===== config.mk =====
export PLATFORM = sky130hd
export DESIGN_NAME = pipe_ctrl
export DESIGN_NICKNAME = d
export VERILOG_FILES = /design/src/rtl/pipe_ctrl.sv
export SDC_FILE = /design/constraint.sdc
export NUM_CORES = 1
export LEC_CHECK = 0
export ABC_AREA = 1
export BUFFER_PORTS_ARGS = -buffer_cell sky130_fd_sc_hd__buf_2
export CAP_MARGIN = 20
export CORE_AREA = 2 2 81 83
export DETAILED_ROUTE_END_ITERATION = 8
export DIE_AREA = 0 0 83 85
export HOLD_SLACK_MARGIN = 0.08
export PLACE_DENSITY = 0.76
export SLEW_MARGIN = 20
export SYNTH_ARGS = -nofsm -noshare
export SYNTH_HDL_FRONTEND = slang
export SYNTH_SLANG_ARGS = --single-unit

===== constraint.sdc =====
create_clock -name clk -period 4.1 [get_ports clk]
set_input_delay 0.41 -clock clk [delete_from_list [all_inputs] [get_ports clk]]
set_output_delay 0.41 -clock clk [all_outputs]
set_load 0.02 [all_outputs]

===== src/rtl/pipe_ctrl.sv =====
// pipe_ctrl: sequencing controller for the 5-stage pipeline state tracker.
// Generates the tracker's stall/en inputs from run, halt and hazard requests.
// It also keeps saturating retire/stall statistics and a sticky
// illegal-stage-code flag.
//
// Ports
//   clk         in   system clock, rising edge
//   rst         in   asynchronous reset, active low
//   state_flat  in   tracker stage vector, stage k at [3k+2:3k], stage 4 oldest
//   run_req     in   pulse: start / resume advancing
//   halt_req    in   pulse: freeze the pipeline
//   hz_req      in   pulse: hazard stall request
//   hz_cycles   in   requested stall length (0 -> 1, clipped to STALL_MAX)
//   clr_cnt     in   synchronous clear of counters and err
//   stall       out  tracker stall input (registered)
//   en          out  tracker enable input (registered)
//   retire_cnt  out  saturating count of WB retirements
//   stall_cnt   out  saturating count of stall cycles
//   err         out  sticky illegal stage code flag
//   ctrl_state  out  FSM state: IDLE=0, RUN=1, STALL=2, HALT=3
module pipe_ctrl #(
   parameter int STALL_MAX = 3,
   parameter int CNT_W     = 16
) (
   input  logic             clk,
   input  logic             rst,
   input  logic [14:0]      state_flat,
   input  logic             run_req,
   input  logic             halt_req,
   input  logic             hz_req,
   input  logic [2:0]       hz_cycles,
   input  logic             clr_cnt,
   output logic             stall,
   output logic             en,
   output logic [CNT_W-1:0] retire_cnt,
   output logic [CNT_W-1:0] stall_cnt,
   output logic             err,
   output logic [1:0]       ctrl_state
);

   // Stage codes shared with the tracker (NOP, IF, ID, EX, MEM, WB).
   localparam logic [2:0] C_NOP = 3'd0;
   localparam logic [2:0] C_WB  = 3'd5;
   localparam logic [2:0] SMAX  = 3'(STALL_MAX);

   typedef enum logic [1:0] {
      IDLE  = 2'd0,
      RUN   = 2'd1,
      STALL = 2'd2,
      HALT  = 2'd3
   } state_t;

   state_t     state;
   logic [2:0] rem;
   logic       halt_pend;
   logic [2:0] eff_len;
   logic [2:0] rem_dec;
   logic [2:0] rem_ext;
   logic       bad_code;
   logic       retire_ev;

   function automatic logic [CNT_W-1:0] sat_inc(input logic [CNT_W-1:0] v);
      return (&v) ? v : v + CNT_W'(1);
   endfunction

   // Codes are contiguous from NOP up to WB; anything above WB is illegal.
   function automatic logic code_legal(input logic [2:0] code);
      return (code >= C_NOP) && (code <= C_WB);
   endfunction

   always_comb begin
      if (hz_cycles == 3'd0)
         eff_len = 3'd1;
      else if (hz_cycles > SMAX)
         eff_len = SMAX;
      else
         eff_len = hz_cycles;
   end

   assign rem_dec = rem - 3'd1;
   // A new hazard during a stall may only lengthen it.
   assign rem_ext = (rem_dec > eff_len) ? rem_dec : eff_len;

   always_comb begin
      bad_code = 1'b0;
      for (int k = 0; k < 5; k++)
         if (!code_legal(state_flat[3*k +: 3]))
            bad_code = 1'b1;
   end

   assign retire_ev  = en && !stall && (state_flat[14:12] == C_WB);
   assign ctrl_state = state;

   always_ff @(posedge clk or negedge rst) begin
      if (!rst) begin
         state     <= IDLE;
         en        <= 1'b0;
         stall     <= 1'b0;
         rem       <= 3'd0;
         halt_pend <= 1'b0;
      end else begin
         case (state)
            IDLE: begin
               if (run_req) begin
                  state <= RUN;
                  en    <= 1'b1;
                  stall <= 1'b0;
               end
            end
            RUN: begin
               if (halt_req) begin
                  state     <= HALT;
                  en        <= 1'b0;
                  stall     <= 1'b0;
                  halt_pend <= 1'b0;
               end else if (hz_req) begin
                  state <= STALL;
                  rem   <= eff_len;
                  en    <= 1'b1;
                  stall <= 1'b1;
               end
            end
            STALL: begin
               if (halt_req)
                  halt_pend <= 1'b1;
               if (hz_req) begin
                  rem <= rem_ext;
               end else if (rem <= 3'd1) begin
                  // Last stall cycle: leave to HALT if one is pending
                  // (including one arriving on this very edge).
                  rem <= 3'd0;
                  if (halt_pend || halt_req) begin
                     state     <= HALT;
                     en        <= 1'b0;
                     stall     <= 1'b0;
                     halt_pend <= 1'b0;
                  end else begin
                     state <= RUN;
                     en    <= 1'b1;
                     stall <= 1'b0;
                  end
               end else begin
                  rem <= rem_dec;
               end
            end
            HALT: begin
               if (run_req) begin
                  state <= RUN;
                  en    <= 1'b1;
                  stall <= 1'b0;
               end
            end
            default: begin
               state <= IDLE;
               en    <= 1'b0;
               stall <= 1'b0;
            end
         endcase
      end
   end

   // Statistics: clr_cnt takes precedence over any same-cycle event.
   always_ff @(posedge clk or negedge rst) begin
      if (!rst) begin
         retire_cnt <= '0;
         stall_cnt  <= '0;
         err        <= 1'b0;
      end else if (clr_cnt) begin
         retire_cnt <= '0;
         stall_cnt  <= '0;
         err        <= 1'b0;
      end else begin
         if (retire_ev)
            retire_cnt <= sat_inc(retire_cnt);
         if (stall)
            stall_cnt <= sat_inc(stall_cnt);
         if (bad_code)
            err <= 1'b1;
      end
   end

endmodule


==> results_dict.tcl, run 1 <==
set metrics [dict create \
    dp_cells 510 \
    maxSlewViolCount 0 \
    synth_top_family_by_area "simple AND/OR/NAND/NOR gates" \
    cts.sinks 41 \
    cp_slowest_stage_delay_ns 0.52 \
    power_density_nw_per_um2 372 \
    vias_per_cell 5.12 \
    setup_viol 0 \
    synth.yosys.seq_area_share_pct 37.9 \
    syn_avg_cell_area_um2 7.04 \
    finalSetupTns_ns 0 \
    synth_mux_area_share_pct 0 \
    synth-compound-area-share_pct 6.52 \
    antenna_found_initial 0 \
    run_status "finished clean" \
    cts_buffers 5 \
    multi_input_area_um2 1480 \
    gp_congestion 0.892 \
    worst_slew_pin_slew_ns 0.967 \
    nets 474 \
    grt_use_met1_pct 23.8 \
    grt.total_usage_pct 18.8 \
    synth_xor_area_share_pct 4.86 \
    dieArea_um2 7060 \
    irDropWorstVdd_uv 287 \
    dp_slack_ns 2.04 \
    hold_violations 0 \
    rows 29 \
    layout-drive-gt1-share_pct 17.2 \
    period_share_pct 49.0 \
    port_buffers 56 \
    cp_max_fo 11 \
    gr-usage-met3_pct 3.50 \
    timing.rr.start "stall_cnt[0]" \
    worstSetupPathType "reg2reg" \
    grt-busiest-layer "met2" \
    power.leakage_nw 1.69 \
    first_pass_iters 4 \
    syn_area_um2 2710 \
    ant_nets 0 \
    antenna_cells 0 \
    ctsHoldBuffers 0 \
    cp-startpoint "stall_cnt[0]" \
    synthCells 384 \
    core_area_um2 6200 \
    route.detailed.drc 0 \
    design_area_um2 3150 \
    dpl.hpwl_um 4650 \
    wl_um 6370 \
    die_height_um 85 \
    cap_viol_max_count 0 \
    root_buffer "clkbuf_8" \
    area_growth_pct 16.4 \
    post-cts-setup-buffer-count 0 \
    clk_path_buf_depth 2 \
    synthAdderAreaFrac_pct 4.16 \
    fin_cells 519 \
    tritoncts "yes" \
    grt_overflow 0 \
    dieWidth_um 83 \
    ys_ff_latch 41 \
    r2r_slack_ns 2.09 \
    skew_ns 0.00582 \
    path_cells "ha_1, nand3_1, inv_2, nand2_1, nor2_1, nor2_1, nand4_1, nand2_1" \
    timing.final.crit_period_ns 2.01 \
    num_vias 2657 \
    grt_max_degree 42 \
    setup_slack_ns 2.09 \
    h-tree-depth 2 \
    maxSlewHeadroom_pct 35.4 \
    cts_resized 0 \
    pin_count 61 \
    placed_area_um2 3040 \
    rsz0062_at_grt "false" \
    synth-warning-count 0 \
    yosysUniqueCellTypes 30 \
    synth_simple_gate_area_share_pct 39.1 \
    hold_class "in2async" \
    initial_core_util_pct 43.6 \
    regArea_um2 1030 \
    grt_util_met2_pct 31.8 \
    grt_pass1_wl_um 11000 \
    clkTransAtPathRegs_ns 0.09 \
    wl_per_cell_um 12.3 \
    fmax_mhz 498 \
    fill_cells 608 \
    worst_setup_path_end_kind "register" \
    start_kind "register" \
    grt_pass1_vias 2491 \
    arrival_ns 2.25 \
    drt_iter0_markers 118 \
    synth_fp_nets 417 \
    slowest_stage "nor2_1" \
    clock_latency_ns 0.30 \
    cp.required_ns 4.34 \
]
==> kinds of logic after synthesis <==
| kind of cell | after synthesis |
|---|---|
| xor gates and xnor gates | 15 |
| DFF | 41 |
| adders and majority gates | 9 |
| and+or+nand+nor | 241 |
| other | 1 |
| buffers and inverters | 47 |
| AOI/OAI and AO/OA | 30 |
==> worst max-delay path, delay by kind of cell (launching register included) <==
kind	cells	cell delay [ns]
adders and majority gates	1	0.28
buffers and inverters	1	0.06
DFF	1	0.44
and+or+nand+nor	6	1.16
==> area by class of cell <==
class                      instances  share of cell area [%]
timing repair buffer              57                    9.77
clock inverter                     3                   0.556
multi-input combinational        296                    47.1
clock buffer                       5                    2.19
sequential                        41                    32.6
inverter                          40                    4.77
tap                               77                    3.06
==> power breakdown <==
group | leakage, nW | switching, mW | total, mW | internal, mW
sequential | 0.554 | 0.0430 | 0.491 | 0.448
clock | 0.0439 | 0.153 | 0.271 | 0.118
combinational | 1.09 | 0.274 | 0.408 | 0.134
total | 1.69 | 0.470 | 1.17 | 0.700
==> cells in the final DEF, fill, tap and decap left out, drive strengths merged <==
cell type  netlist  layout
nor3             4       4
o21ai           13      13
o21bai           3       3
ha               9       9
xnor2            1       1
conb             1       1
clkinvlp         0       1
o21a             1       1
nand4           16      16
inv             40      40
xor2            14      14
clkbuf           0       5
clkinv           0       2
buf              7      57
o22ai            1       1
dfrtp           41      41
and2             2       2
nand3b           5       5
a21oi           11      11
a221oi           1       1
nor2            47      47
or2              1       1
nand2          129     129
nand3           37      37
==> metal layers <==
metal  part of all wire [%]  vias up
li1                       -     1351
met1                     47     1225
met2                     47       69
met3                    4.2       12
met4                    1.7        0
met5                      0        -
==> worst paths after layout <==
| path | cells past startpoint | end |
|---|---|---|
| worst min register to register | 2 | stall_cnt[15] |
| max in group asynchronous | 2 | stall_cnt[4] |
| worst max-delay path | 8 | stall_cnt[12] |
| worst max register to register | 8 | stall_cnt[12] |
| worst min-delay path | 1 | retire_cnt[8] |
| min in group clk | 3 | err |
==> Yosys cell counts <==
cell	instances	share of area (%)
nand2_1	127	18
nor2_1	44	6.1
dfrtp_1	41	38
inv_1	38	5.3
nand3_1	37	6.8
nand4_1	16	3.7
xor2_1	14	4.5
o21ai_0	12	2.2
a21oi_1	11	2.0
ha_1	9	4.2
nand3b_1	5	1.4
buf_2	4	0.74
nor3_1	3	0.55
o21bai_1	3	0.83
and2_1	2	0.46
buf_6	2	0.83
inv_2	2	0.28
nand2_2	2	0.46
a221oi_1	1	0.32
buf_1	1	0.14
conb_1	1	0.14
nor2_2	1	0.23
nor2_4	1	0.42
nor2_8	1	0.74
nor3_2	1	0.37
o21a_4	1	0.55
o21ai_2	1	0.32
o22ai_1	1	0.23
or2_2	1	0.23
xnor2_1	1	0.32
==> flip-flops by register name (all words and copies together) (netlist names) <==
register,count
retire_cnt,16
halt_pend,1
stall_cnt,16
stall,1
err,1
rem,3
ctrl_state,2
en,1
==> stage by stage <==
step | power, mW | hold WS, ns | utilization, %
final | 1.17 | 0.0732 | 50.8
after global routing | 1.26 | 0.101 | 50.8
after CTS | 1.18 | 0.285 | 50.3
after detailed placement | 0.902 | 0.513 | 48.9
after global placement | 0.889 | 0.497 | 48.9
after floorplan | 0.792 | 0.114 | -
No activity file was read; power rests on OpenSTA's default activity.
==> inputs of run 2 (changes only) <==
--- a/config.mk
+++ b/config.mk
@@ -5,14 +5,14 @@
 export SDC_FILE = /design/constraint.sdc
 export NUM_CORES = 1
 export LEC_CHECK = 0
-export ABC_AREA = 1
+export ABC_AREA = 0
 export BUFFER_PORTS_ARGS = -buffer_cell sky130_fd_sc_hd__buf_2
 export CAP_MARGIN = 20
-export CORE_AREA = 2 2 81 83
+export CORE_AREA = 2 2 77 79
 export DETAILED_ROUTE_END_ITERATION = 8
-export DIE_AREA = 0 0 83 85
+export DIE_AREA = 0 0 79 81
 export HOLD_SLACK_MARGIN = 0.08
-export PLACE_DENSITY = 0.76
+export PLACE_DENSITY = 0.77
 export SLEW_MARGIN = 20
 export SYNTH_ARGS = -nofsm -noshare
 export SYNTH_HDL_FRONTEND = slang
==> constraint.sdc (replaced) <==
create_clock -name clk -period 2 [get_ports clk]
set_input_delay 0.2 -clock clk [delete_from_list [all_inputs] [get_ports clk]]
set_output_delay 0.2 -clock clk [all_outputs]
set_load 0.02 [all_outputs]
==> results_dict.tcl, run 2 <==
set metrics [dict create \
    worst_setup_path_end_kind "register" \
    power.leakage_nw 1.47 \
    h-tree-depth 2 \
    route.detailed.drc 0 \
    async_reset_ff_share_pct 100 \
    synthTopCellsByCount "41 x dfrtp_1, 38 x nor2_1, 16 x nand2_1" \
    first_pass_iters 4 \
    wl_um 5380 \
    yosys.area.top_type "dfrtp_1" \
    hold_violations 0 \
    syn_area_um2 2420 \
    tritoncts "yes" \
    grt_max_degree 42 \
    rsz0062_at_grt "true" \
    run_status "finished clean" \
    syn_avg_cell_area_um2 9.54 \
    switching_share_pct 33.7 \
    nets 363 \
    synth.most_common_cell "dfrtp_1" \
    worst_slew_pin_slew_ns 0.603 \
    ys_ff_latch 41 \
    dp_slack_ns -0.114 \
    start_kind "register" \
    grt_pass1_vias 1999 \
    irDropWorstVdd_uv 779 \
    final_cell_mix "56 x buf_2, 41 x dfrtp_1, 38 x nor2_1" \
    dieArea_um2 6400 \
    hold_ws_ns 0.234 \
    grt_overflow 0 \
    root_buffer "clkbuf_8" \
    dpl.hpwl_um 3890 \
    reg_top3 "retire_cnt x16, stall_cnt x16, rem x3" \
    setup_viol 0 \
    period_share_pct 98.4 \
    synth.yosys.seq_area_share_pct 42.4 \
    vias_per_cell 5.29 \
    clk_path_buf_depth 2 \
    power_density_nw_per_um2 794 \
    setup_slack_ns 0.0323 \
    synth_area_leaders "dfrtp_1 42%, nor2_1 5.9%, ha_1 4.6%, xnor2_1 4.3%, xor2_1 3.6%" \
    skew_ns 0.0118 \
    layout-drive-gt1-share_pct 32.3 \
    cts_buffers 5 \
    pwr-share-seq_pct 40.3 \
    num_vias 2148 \
    die_height_um 81 \
    synth-warning-count 0 \
    fmax_mhz 508 \
    synth_top_area_share_pct 42.4 \
    maxSlewHeadroom_pct 59.8 \
    final_common_cell "buf_2" \
    synth_fp_nets 287 \
    synth_edf_count 0 \
    core_area_um2 5680 \
    clockPowerShare_pct 24.2 \
    synthCells 254 \
    pin_count 61 \
    clock_latency_ns 0.29 \
    drt_iter0_markers 125 \
    dieWidth_um 79 \
    antenna_found_initial 0 \
    cts.sinks 41 \
    grt_pass1_wl_um 8960 \
    antenna_cells 0 \
    ant_nets 0 \
    worstSetupPathType "reg2reg" \
    wl_per_cell_um 13.3 \
    cp_max_fo 2 \
    p_comb_share_pct 35.5 \
    grt.total_usage_pct 17.5 \
    cap_viol_max_count 0 \
    area_growth_pct 26.9 \
    port_buffers 56 \
    p_sw_mw 0.822 \
    gp_congestion 0.809 \
    maxSlewViolCount 0 \
    yosysUniqueCellTypes 47 \
    arrival_ns 2.19 \
    p_int_mw 1.62 \
    initial_core_util_pct 42.7 \
    rows 28 \
    synth-main-ff-cell "dfrtp_1" \
    hold_class "in2reg" \
    clkTransAtPathRegs_ns 0.08 \
    fill_cells 534 \
    cp.required_ns 2.22 \
    timing.final.crit_period_ns 1.97 \
]
run 2: cell count changes after synthesis, sizes merged, moves of 6 or more:
cell | previous run | this run
nor3 | 4 | 13
nand3 | 37 | 8
buf | 7 | 1
inv | 40 | 10
xnor2 | 1 | 12
nor4 | 0 | 7
nand2 | 129 | 17
nor2 | 47 | 38
run 2: final cells by class:
class / instances / area (um^2) / area share [%]
clock inverter: 1 / 5.00 / 0.163
clock buffer: 7 / 96.3 / 3.14
sequential: 41 / 1030 / 33.4
timing repair buffer: 75 / 425 / 13.8
multi-input combinational: 197 / 1390 / 45.2
tap: 75 / 93.8 / 3.05
inverter: 10 / 37.5 / 1.22
run 2: cell families (layout without fill, tap and decap cells):
group	Yosys count	after routing	synth area share [%]
and+or+nand+nor	116	116	28.7
AOI/OAI and AO/OA	45	45	11.7
DFF	41	41	42.4
xor gates and xnor gates	22	22	7.95
buffers and inverters	16	93	2.79
adders and majority gates	9	9	4.65
muxes	4	4	1.76
other	1	1	0.155
run 2: metrics by stage:
stage / utilization (%) / power [mW] / area [um^2] / std cells / TNS, ns
final: 54.1 / 2.44 / 3070 / 406 / 0
after global routing: 54.1 / 2.61 / 3070 / 406 / -0.0626
after detailed placement: 49.5 / 1.73 / 2810 / 385 / -0.121
after global placement: 49.5 / 1.71 / 2810 / 385 / -0.0289
after CTS: 53.4 / 2.43 / 3030 / 403 / 0
after floorplan: - / 1.50 / 2420 / 254 / 0
run 2: critical path, cell delays in order, from the launching register on:
cell,delay (ns)
dfrtp_1,0.38
inv_1,0.09
ha_4,0.15
xor2_2,0.17
ha_1,0.26
and3_4,0.18
o21ai_4,0.14
nand3_2,0.11
mux2_4,0.32
a21oi_2,0.11
run 2: power groups by stage:
stage,Combinational [mW],Sequential (mW),Clock [mW]
after floorplan,0.458,1.04,0
after global placement,0.708,0.997,0
after detailed placement,0.732,0.998,0
after CTS,0.834,0.985,0.610
after global routing,0.961,0.999,0.650
final,0.866,0.983,0.592
run 2: timing repair:
| action | 4_1_cts | 5_1_grt |
|---|---|---|
| gates resized for setup | 10 | 4 |
| endpoints found under the hold margin | 41 | 0 |
| hold buffers | 1 | 0 |
| buffers inserted | 9 | 3 |
| gates cloned | 0 | 0 |
| endpoints found under the setup margin | 2 | 5 |
| pin swaps | 4 | 5 |
run 2: final timing paths:
path                                 end  slack (ns)  cells after the start          start
setup / recovery                  rem[1]        0.03                      9         rem[0]
max in group asynchronous      halt_pend        1.14                      3            rst
setup reg to reg                  rem[1]        0.03                      9         rem[0]
min in group asynchronous  stall_cnt[13]        0.50                      3            rst
hold / removal                       err        0.23                      3  state_flat[8]
hold reg to reg                       en        0.56                      1             en
run 2: metal layers:
metal	wire (um)	global-route usage [%]	part of all wire, %
met1	2420	21.9	45
met2	2710	30.2	50
met3	220	4.67	4.1
met4	29	4.66	0.54
met5	0	0	0
